$ cat src/rtl/fifo_uart_pkg.sv
// Shared constants and FSM state encoding for the FIFO-fed UART transmitter.
package fifo_uart_pkg;

   localparam int unsigned DefClksPerBit = 868;  // 100 MHz / 115200 baud
   localparam int unsigned DefDataW      = 8;

   typedef enum logic [2:0] {
      StIdle   = 3'd0,
      StPop    = 3'd1,
      StWait   = 3'd2,
      StStart  = 3'd3,
      StData   = 3'd4,
      StParity = 3'd5,
      StStop   = 3'd6
   } state_e;

endpackage

$ cat src/rtl/fifo_uart_tx_if.sv
// FIFO read port plus serial-side status, bundled for the UART drain stage.
interface fifo_uart_tx_if
   import fifo_uart_pkg::*;
#(
   parameter int unsigned DATA_W = DefDataW
);
   logic              fifo_empty;
   logic [DATA_W-1:0] fifo_data;
   logic              fifo_rd_en;
   logic              tx;
   logic              busy;
   logic              tx_done;

   // Transmitter side: consumes the FIFO read port and drives the serial line.
   modport master (
      input  fifo_empty,
      input  fifo_data,
      output fifo_rd_en,
      output tx,
      output busy,
      output tx_done
   );

   // Environment side: FIFO and whoever watches the serial line.
   modport slave (
      output fifo_empty,
      output fifo_data,
      input  fifo_rd_en,
      input  tx,
      input  busy,
      input  tx_done
   );
endinterface

$ cat src/rtl/uart_baud_cnt.sv
// Free-running bit-period counter with synchronous clear; tick marks the last cycle of a bit.
module uart_baud_cnt
   import fifo_uart_pkg::*;
#(
   parameter int unsigned CLKS_PER_BIT = DefClksPerBit
) (
   input  logic                            clk,
   input  logic                            rst_n,
   input  logic                            clr,
   output logic [$clog2(CLKS_PER_BIT)-1:0] cnt,
   output logic                            tick
);
   localparam int unsigned      CntW = $clog2(CLKS_PER_BIT);
   localparam logic [CntW-1:0]  Last = CntW'(CLKS_PER_BIT - 1);

   logic [CntW-1:0] cnt_q;

   assign cnt  = cnt_q;
   assign tick = (cnt_q == Last);

   // Count 0..CLKS_PER_BIT-1, wrap on tick, hold at zero while cleared.
   always_ff @(posedge clk or negedge rst_n) begin
      if (!rst_n) begin
         cnt_q <= '0;
      end else if (clr || tick) begin
         cnt_q <= '0;
      end else begin
         cnt_q <= cnt_q + CntW'(1);
      end
   end

endmodule

$ cat src/rtl/fifo_uart_tx.sv
// Drains a sync FIFO one byte at a time and sends each as a UART frame
// (start, DATA_W bits LSB first, optional even parity, stop).
// Define UART_TX_PARITY_EN to insert the even-parity bit (11-bit frame).
module fifo_uart_tx
   import fifo_uart_pkg::*;
#(
   parameter int unsigned CLKS_PER_BIT = DefClksPerBit,
   parameter int unsigned DATA_W       = DefDataW
) (
   input  logic           clk,
   input  logic           rst_n,
   fifo_uart_tx_if.master bus
);
   localparam int unsigned     CntW    = $clog2(CLKS_PER_BIT);
   localparam int unsigned     BitW    = $clog2(DATA_W);
   // tx_done is registered, so it is launched one cycle before the final stop cycle.
   localparam logic [CntW-1:0] DoneCnt = CntW'(CLKS_PER_BIT - 2);
   localparam logic [BitW-1:0] LastBit = BitW'(DATA_W - 1);

   state_e            state_q, state_d;
   logic [DATA_W-1:0] shreg_q, shreg_d;
   logic [BitW-1:0]   bit_cnt_q, bit_cnt_d;
   logic [CntW-1:0]   baud_cnt;
   logic              baud_tick;
   logic              baud_clr;
   logic              rd_en_q, rd_en_d;
   logic              tx_q, tx_d;
   logic              busy_q, busy_d;
   logic              tx_done_q, tx_done_d;
`ifdef UART_TX_PARITY_EN
   logic              parity_q, parity_d;
`endif

   // Bit timing only runs while a frame is on the wire.
   assign baud_clr = (state_q == StIdle) || (state_q == StPop) || (state_q == StWait);

   uart_baud_cnt #(
      .CLKS_PER_BIT (CLKS_PER_BIT)
   ) u_baud_cnt (
      .clk   (clk),
      .rst_n (rst_n),
      .clr   (baud_clr),
      .cnt   (baud_cnt),
      .tick  (baud_tick)
   );

   // State register.
   always_ff @(posedge clk or negedge rst_n) begin
      if (!rst_n) begin
         state_q <= StIdle;
      end else begin
         state_q <= state_d;
      end
   end

   // Next-state logic; fifo_empty only matters in IDLE and on the final stop cycle.
   always_comb begin
      state_d = state_q;
      case (state_q)
         StIdle:  if (!bus.fifo_empty) state_d = StPop;
         StPop:   state_d = StWait;
         StWait:  state_d = StStart;
         StStart: if (baud_tick) state_d = StData;
         StData: begin
            if (baud_tick && (bit_cnt_q == LastBit)) begin
`ifdef UART_TX_PARITY_EN
               state_d = StParity;
`else
               state_d = StStop;
`endif
            end
         end
`ifdef UART_TX_PARITY_EN
         StParity: if (baud_tick) state_d = StStop;
`endif
         StStop:  if (baud_tick) state_d = bus.fifo_empty ? StIdle : StPop;
         default: state_d = StIdle;
      endcase
   end

   // Shift register / bit counter next state: load in WAIT, shift on each data bit boundary.
   always_comb begin
      shreg_d   = shreg_q;
      bit_cnt_d = bit_cnt_q;
`ifdef UART_TX_PARITY_EN
      parity_d  = parity_q;
`endif
      if (state_q == StWait) begin
         shreg_d   = bus.fifo_data;
         bit_cnt_d = '0;
`ifdef UART_TX_PARITY_EN
         parity_d  = ^bus.fifo_data;
`endif
      end else if ((state_q == StData) && baud_tick) begin
         shreg_d   = shreg_q >> 1;
         bit_cnt_d = (bit_cnt_q == LastBit) ? '0 : bit_cnt_q + BitW'(1);
      end
   end

   // Datapath registers.
   always_ff @(posedge clk or negedge rst_n) begin
      if (!rst_n) begin
         shreg_q   <= '0;
         bit_cnt_q <= '0;
`ifdef UART_TX_PARITY_EN
         parity_q  <= 1'b0;
`endif
      end else begin
         shreg_q   <= shreg_d;
         bit_cnt_q <= bit_cnt_d;
`ifdef UART_TX_PARITY_EN
         parity_q  <= parity_d;
`endif
      end
   end

   // Output decode from the upcoming state so every output can be a flop.
   always_comb begin
      rd_en_d   = (state_d == StPop);
      busy_d    = (state_d != StIdle);
      tx_done_d = (state_q == StStop) && (baud_cnt == DoneCnt);
      case (state_d)
         StStart:  tx_d = 1'b0;
         StData:   tx_d = shreg_d[0];
`ifdef UART_TX_PARITY_EN
         StParity: tx_d = parity_d;
`endif
         default:  tx_d = 1'b1;
      endcase
   end

   // Output registers; tx idles high and snaps high on reset.
   always_ff @(posedge clk or negedge rst_n) begin
      if (!rst_n) begin
         rd_en_q   <= 1'b0;
         tx_q      <= 1'b1;
         busy_q    <= 1'b0;
         tx_done_q <= 1'b0;
      end else begin
         rd_en_q   <= rd_en_d;
         tx_q      <= tx_d;
         busy_q    <= busy_d;
         tx_done_q <= tx_done_d;
      end
   end

   assign bus.fifo_rd_en = rd_en_q;
   assign bus.tx         = tx_q;
   assign bus.busy       = busy_q;
   assign bus.tx_done    = tx_done_q;

endmodule

$ cat src/flat_wrapper.sv
// flat-port wrapper written by rule: the top's interface ports become plain ports
module fifo_uart_tx_flat import fifo_uart_pkg::*;
#(
   parameter int unsigned CLKS_PER_BIT = DefClksPerBit,
   parameter int unsigned DATA_W       = DefDataW
)
  (clk, rst_n, bus_fifo_empty, bus_fifo_data, bus_fifo_rd_en, bus_tx, bus_busy, bus_tx_done);
  fifo_uart_tx_if #(.DATA_W(DATA_W)) bus_i ();
  input  logic clk;
  input  logic rst_n;
  input wire logic [$bits(bus_i.fifo_empty)-1:0] bus_fifo_empty;
  input wire logic [$bits(bus_i.fifo_data)-1:0] bus_fifo_data;
  output wire logic [$bits(bus_i.fifo_rd_en)-1:0] bus_fifo_rd_en;
  output wire logic [$bits(bus_i.tx)-1:0] bus_tx;
  output wire logic [$bits(bus_i.busy)-1:0] bus_busy;
  output wire logic [$bits(bus_i.tx_done)-1:0] bus_tx_done;
  assign bus_i.fifo_empty = bus_fifo_empty;
  assign bus_i.fifo_data = bus_fifo_data;
  assign bus_fifo_rd_en = bus_i.fifo_rd_en;
  assign bus_tx = bus_i.tx;
  assign bus_busy = bus_i.busy;
  assign bus_tx_done = bus_i.tx_done;
  fifo_uart_tx #(.CLKS_PER_BIT(CLKS_PER_BIT), .DATA_W(DATA_W)) u_core (.clk(clk), .rst_n(rst_n), .bus(bus_i));
endmodule
$ cat config.mk
export PLATFORM = sky130hd
export DESIGN_NAME = fifo_uart_tx_flat
export DESIGN_NICKNAME = d
export VERILOG_FILES = /design/src/rtl/fifo_uart_pkg.sv /design/src/rtl/fifo_uart_tx_if.sv /design/src/rtl/uart_baud_cnt.sv /design/src/rtl/fifo_uart_tx.sv /design/src/flat_wrapper.sv
export SDC_FILE = /design/constraint.sdc
export NUM_CORES = 1
export LEC_CHECK = 0
export BUFFER_PORTS_ARGS = -buffer_cell sky130_fd_sc_hd__buf_2
export CAP_MARGIN = 10
export CORE_ASPECT_RATIO = 0.9
export CORE_MARGIN = 4
export CORE_UTILIZATION = 40
export DETAILED_ROUTE_END_ITERATION = 16
export GPL_TIMING_DRIVEN = 0
export PLACE_DENSITY_LB_ADDON = 0.05
export SLEW_MARGIN = 40
export SYNTH_ARGS = -nofsm -noshare
export SYNTH_HDL_FRONTEND = slang
export SYNTH_SLANG_ARGS = --single-unit
$ cat constraint.sdc
create_clock -name clk -period 1.8 [get_ports clk]
set_clock_uncertainty 0.1 [all_clocks]
set_input_delay 0.18 -clock clk [delete_from_list [all_inputs] [get_ports clk]]
set_output_delay 0.18 -clock clk [all_outputs]
set_load 0.02 [all_outputs]
==> results of run 1 <==
## per-stage QoR
step           hold WS [ns]  setup TNS, ns  area (µm²)  std cells
2_1_floorplan        -0.216              0        1410        143
3_3_place_gp          0.137         -0.118        1530        201
3_5_place_dp          0.141         -0.118        1530        201
4_1_cts              0.0194              0        1650        210
5_1_grt              0.0157              0        1680        211
6_report             0.0224              0        1680        211
## what timing repair did
action,CTS,global route
setup endpoints to repair,2,10
buffers inserted,2,2
hold endpoints to repair,29,0
resized for setup,0,6
hold buffers,3,0
pin swaps,1,3
## routing by layer
layer,GRT usage,up-vias,routed length [µm]
met1,0.164,510,1220
met2,0.229,22,1330
met3,0.0377,4,130
li1,-,535,-
met4,0.0287,0,25
met5,0,-,0
## final cells by class
| type | instances | area (µm²) | area share |
|---|---|---|---|
| multi-input combinational | 104 | 662 | 0.393 |
| clock inverter | 1 | 30.0 | 0.0178 |
| timing repair buffer | 21 | 130 | 0.0773 |
| sequential | 28 | 703 | 0.418 |
| buffer | 6 | 46.3 | 0.0275 |
| inverter | 4 | 15.0 | 0.00892 |
| tap | 44 | 55.1 | 0.0327 |
| clock buffer | 3 | 41.3 | 0.0245 |
## where the power goes
group	switching [mW]	leakage, nW	internal [mW]
Sequential	0.00494	0.328	0.638
Combinational	0.0212	0.429	0.0178
Clock	0.204	0.0357	0.298
Total	0.230	0.793	0.954
## worst reg2reg max path, cell delays in order (launching register included)
cell	delay (ns)
dfrtp_2	0.44
nor4b_4	0.33
and3_1	0.21
buf_6	0.13
nand2_2	0.07
a2111oi_2	0.34
## flip-flops by register name, summed over array words and instances, names as in the netlist
register,cells
u_core.bus.tx,1
u_core.u_baud_cnt.cnt,10
u_core.shreg_q,8
u_core.bit_cnt_q,3
u_core.state_q,3
u_core.bus.fifo_rd_en,1
u_core.bus.tx_done,1
u_core.bus.busy,1
## layout by cell type (no fill, tap or decap), types with 4 or more instances in the layout
cell	instances
nor2_1	20
xnor2_1	5
nand3_1	9
buf_2	15
inv_1	4
nand2_1	22
dfrtp_1	26
buf_4	5
## kinds of logic (layout without fill, tap and decap cells)
| family | after synthesis | in the layout | share of synthesized area |
|---|---|---|---|
| simple gates | 71 | 71 | 0.264 |
| buf+inv | 11 | 35 | 0.0454 |
| xor+xnor | 8 | 8 | 0.0498 |
| fa+ha+maj | 4 | 4 | 0.0356 |
| compound gates | 20 | 20 | 0.0988 |
| mux | 1 | 1 | 0.00712 |
| flops | 28 | 28 | 0.499 |
## final timing paths
check / endpoint / slack, ns
max: u_core.bus.fifo_rd_en / 0.09
min reg2reg: u_core.shreg_q[4] / 0.39
max reg2reg: u_core.bus.fifo_rd_en / 0.09
max in group asynchronous: u_core.u_baud_cnt.cnt[4] / 0.80
min in group asynchronous: u_core.bus.busy / 0.35
min: u_core.shreg_q[4] / 0.02
==> flow_metrics.tcl, run 1 <==
set metrics [dict create \
    clockBufferDepth 2 \
    yosysTopAreaCellShare 0.480 \
    grt_first_pass_wirelength_um 4870 \
    antennaDiodeCount 0 \
    critical_path.slowest_cell "dfrtp_2" \
    dr.pass1.iters 4 \
    synthTopCellsByCount "dfrtp_1, nand2_1, nor2_1, nand3_1, xnor2_1" \
    powerDensity_nw_per_um2 703 \
    slew_headroom 0.577 \
    hp-start "bus_fifo_data[4]" \
    cts.sinks 28 \
    drv_cap 0 \
    die_height_um 64.3 \
    root_buffer "clkbuf_8" \
    grt_overflow 0 \
    path_depth 5 \
    crit_path_max_incr_delay_ns 0.44 \
    path_cells "nor4b_4, and3_1, buf_6, nand2_2, a2111oi_2" \
    critical-path-top-delay-family "simple AND/OR/NAND/NOR gates" \
    fin_crit_sh 0.951 \
    syn_nets 158 \
    via_per_inst 5.08 \
    areaGrowthSynthToFinish_pct 19.7 \
    synthTopCellsByArea "dfrtp_1, nand2_1, nor2_1" \
    dp_slack_ns -0.109 \
    cts_tree "yes" \
    drive_gt1_frac 0.246 \
    crit_required_ns 1.88 \
    grt_antenna_before_repair 0 \
    crit_buf_inv 1 \
    hold_path.class "in -> reg" \
    yosysTopAreaCell "dfrtp_1" \
    arrival_ns 1.79 \
    p_leak_nw 0.793 \
    finalNetCount 183 \
    cts_made_buffers 3 \
    min_period_ns 1.71 \
    worstMarginPinSlew_ns 0.634 \
    vias 1071 \
    worstRegToRegCells 5 \
    num-fill-cells 338 \
    finalPower_mw 1.18 \
    h-tree-depth 1 \
    synthMostInstantiatedCell "dfrtp_1" \
    ant_nets 0 \
    drc 0 \
    synth_cell_types 41 \
    core_area_um2 3380 \
    r2r-start "u_core.u_baud_cnt.cnt[4]" \
    die_w_um 70.5 \
    clk_pin_slew_ns 0.10 \
    finalHoldViolCount 0 \
    fmax_mhz 584 \
    synthCells 143 \
    async_flop_share 1.00 \
    final_util 0.498 \
    die_area_um2 4530 \
    grt_pass1_vias 1071 \
    ys_ff_latch 28 \
    insertion_delay_ns 0.28 \
    portBuffers 14 \
    num_rows 20 \
    fin_ws_ns 0.0883 \
    whs_path_depth 3 \
    outcome "finished, final reports clean" \
    drt_iter0_drc 91 \
    rsz0062_at_grt "no" \
    synth.avg_cell_area_um2 9.83 \
    synth_edf_count 0 \
    ir_worst_vdd_v 0.000414 \
    grt_usage 0.132 \
    ys.flop_type "dfrtp_1" \
    drt_wl_total_um 2710 \
    critPathMaxFanout 8 \
    dp_hpwl_um 1800 \
    crit_path_end_kind "register" \
    io-pin-count 15 \
    setup.worst_path.class "reg -> reg" \
    yosysWarnings 0 \
    start_kind "register" \
    grt_max_degree 29 \
    final_max_slew_viol_count 0 \
    place.gp.congestion 0.845 \
    wl_per_cell_um 12.8 \
    syn_area_um2 1410 \
    crit_start "u_core.u_baud_cnt.cnt[4]" \
    synth_seq_area_share 0.499 \
    initial_core_util 0.416 \
    setup_viol 0 \
]
Note: power is estimated with default switching activity, not from simulation.
==> run 2, diff against run 1 <==
--- a/config.mk
+++ b/config.mk
@@ -16,4 +16,5 @@
 export SLEW_MARGIN = 40
 export SYNTH_ARGS = -nofsm -noshare
 export SYNTH_HDL_FRONTEND = slang
+export SYNTH_HIERARCHICAL = 1
 export SYNTH_SLANG_ARGS = --single-unit
==> flow_metrics.tcl, run 2 <==
set metrics [dict create \
    outcome "complete, but fails checks" \
    violations "negative setup slack" \
    fin_cells 213 \
    start_kind "register" \
    r2r-start "u_core/u_baud_cnt/cnt[2]" \
    synthCells 139 \
    final_max_slew_viol_count 0 \
    die_w_um 71.4 \
    ys_ff_latch 28 \
    insertion_delay_ns 0.27 \
    cts.sinks 28 \
    p_leak_nw 0.806 \
    grt_first_pass_wirelength_um 5130 \
    wl_per_cell_um 13.8 \
    finalNetCount 184 \
    h-tree-depth 1 \
    synth.avg_cell_area_um2 10.4 \
    fin_crit_sh 1.18 \
    die_height_um 65.1 \
    synthTopCellsByCount "dfrtp_1, nand2_1, nor2_1, a21oi_1, a22oi_1" \
    ant_nets 0 \
    place.gp.congestion 0.783 \
    worstRegToRegCells 7 \
    crit_end "u_core/bit_cnt_q[0]" \
    critPathMaxFanout 10 \
    multi_input_area_um2 708 \
    antennaDiodeCount 0 \
    fin_ws_ns -0.323 \
    num_rows 20 \
    grt_pass1_vias 1117 \
    async_flop_share 1.00 \
    initial_core_util 0.423 \
    final_common_cell "dfrtp_1" \
    drv_cap 0 \
    setup_viol 15 \
    fmax_mhz 471 \
    rsz0062_at_grt "yes" \
    drt_iter0_drc 73 \
    dp_slack_ns -0.436 \
    design_area_um2 1800 \
    core_area_um2 3430 \
    worstMarginPinSlew_ns 0.626 \
    layout_common_cells "dfrtp_1, nand2_1, buf_2" \
    setup.worst_path.class "reg -> reg" \
    regToRegEndpoint "u_core/bit_cnt_q[0]" \
    synthTopCellsByArea "dfrtp_1, nand2_1, nor2_1" \
    powerDensity_nw_per_um2 654 \
    post-place-cells 197 \
    synth_edf_count 0 \
    clk_pin_slew_ns 0.09 \
    yosysWarnings 6 \
    finalHoldViolCount 0 \
    hp-start "bus_fifo_data[7]" \
    r2r_slack_ns -0.32 \
    io-pin-count 15 \
    grt_usage 0.138 \
    min_period_ns 2.12 \
    clockBufferDepth 2 \
    final_util 0.524 \
    cts_made_buffers 3 \
    num-fill-cells 320 \
    largest_register_ffs 10 \
    synthMostInstantiatedCell "dfrtp_1" \
    die_area_um2 4650 \
    crit_required_ns 1.87 \
    synth_cell_types 46 \
    hold_path.class "in -> reg" \
    syn_nets 153 \
    ir_worst_vdd_v 0.000411 \
    drt_wl_total_um 2940 \
    synth_seq_area_share 0.484 \
    arrival_ns 2.19 \
    grt_overflow 0 \
    ff_latch_area_um2 704 \
    ys.flop_type "dfrtp_1" \
    cts_tree "yes" \
    slew_headroom 0.583 \
    portBuffers 14 \
    crit_path_end_kind "register" \
    via_per_inst 5.42 \
    root_buffer "clkbuf_8" \
    areaGrowthSynthToFinish_pct 23.9 \
    grt_max_degree 29 \
    place_area_um2 1580 \
    yosysTopAreaCell "dfrtp_1" \
    syn_area_um2 1450 \
    grt_antenna_before_repair 0 \
    yosysTopAreaCellShare 0.466 \
    drive_gt1_frac 0.343 \
    dp_hpwl_um 1930 \
    drc 0 \
    vias 1154 \
    crit_start "u_core/u_baud_cnt/cnt[2]" \
    dr.pass1.iters 4 \
]
[run 2: cell count changes after synthesis, moves of 3 or more]
cell | previous run | this run
xnor2_1 | 5 | 1
nand3_1 | 9 | 4
nand2_1 | 22 | 18
or3_1 | 0 | 3
a22oi_1 | 3 | 6
a22o_1 | 0 | 3
nor2_1 | 20 | 14
a21oi_1 | 3 | 6
[run 2: where the power goes]
part,switching (mW),internal (mW)
registers,0.00493,0.638
clock network,0.196,0.298
logic,0.0219,0.0158
total,0.223,0.951
[run 2: through the flow]
stage | hold WS, ns | setup TNS [ns] | power (mW)
2_1_floorplan | -0.216 | -3.12 | 0.664
3_3_place_gp | 0.133 | -5.10 | 0.689
3_5_place_dp | 0.144 | -5.16 | 0.691
4_1_cts | 0.0174 | -3.92 | 1.20
5_1_grt | 0.0195 | -5.23 | 1.23
6_report | 0.0320 | -3.62 | 1.17
[run 2: worst min-delay path by stage]
stage | to | slack, ns | cells past startpoint
3_3_place_gp | u_core/u_baud_cnt/cnt[9] | 0.13 | 1
2_1_floorplan | u_core/bit_cnt_q[0] | -0.22 | 0
5_1_grt | u_core/shreg_q[7] | 0.02 | 2
3_5_place_dp | u_core/bus.busy | 0.14 | 1
6_report | u_core/shreg_q[7] | 0.03 | 2
4_1_cts | u_core/shreg_q[3] | 0.02 | 3
[run 2: layout make-up]
| type | count | area share |
|---|---|---|
| buffer | 6 | 0.0334 |
| clock buffer | 3 | 0.0230 |
| clock inverter | 1 | 0.0167 |
| inverter | 5 | 0.0105 |
| multi-input combinational | 100 | 0.394 |
| sequential | 28 | 0.392 |
| tap | 44 | 0.0307 |
| timing repair buffer | 26 | 0.0990 |
[run 2: kinds of logic after synthesis]
logic type / count (synthesis) / synth area share
AND/OR/NAND/NOR: 58 / 0.224
AO/OA/AOI/OAI: 35 / 0.189
flip-flops: 28 / 0.484
buffers and inverters: 11 / 0.0518
XOR/XNOR: 3 / 0.0181
adder cells (fa/ha/maj): 3 / 0.0259
multiplexers: 1 / 0.00691
[run 2: worst max-delay path, stage by stage, from the launching register on]
cell and delay, ns:
dfrtp_2 0.42, or4_4 0.55, nor3_2 0.11, buf_4 0.16, and4bb_2 0.27, buf_6 0.12, nor2_4 0.06, a22o_1 0.23
[run 2: what timing repair did]
action                                  4_1_cts  5_1_grt
endpoints found under the hold margin        27        0
setup buffers                                 8        3
endpoints found under the setup margin       20       18
hold buffers                                  1        0
pin swaps                                     7        2
gates resized for setup                       6        8
[run 2: per-layer routing]
metal	vias to the layer above	part of all wire	track usage
met2	20	0.45	0.218
li1	569	-	-
met3	2	0.037	0.0367
met5	-	0	0
met4	0	0.0065	0.0211
met1	563	0.51	0.193
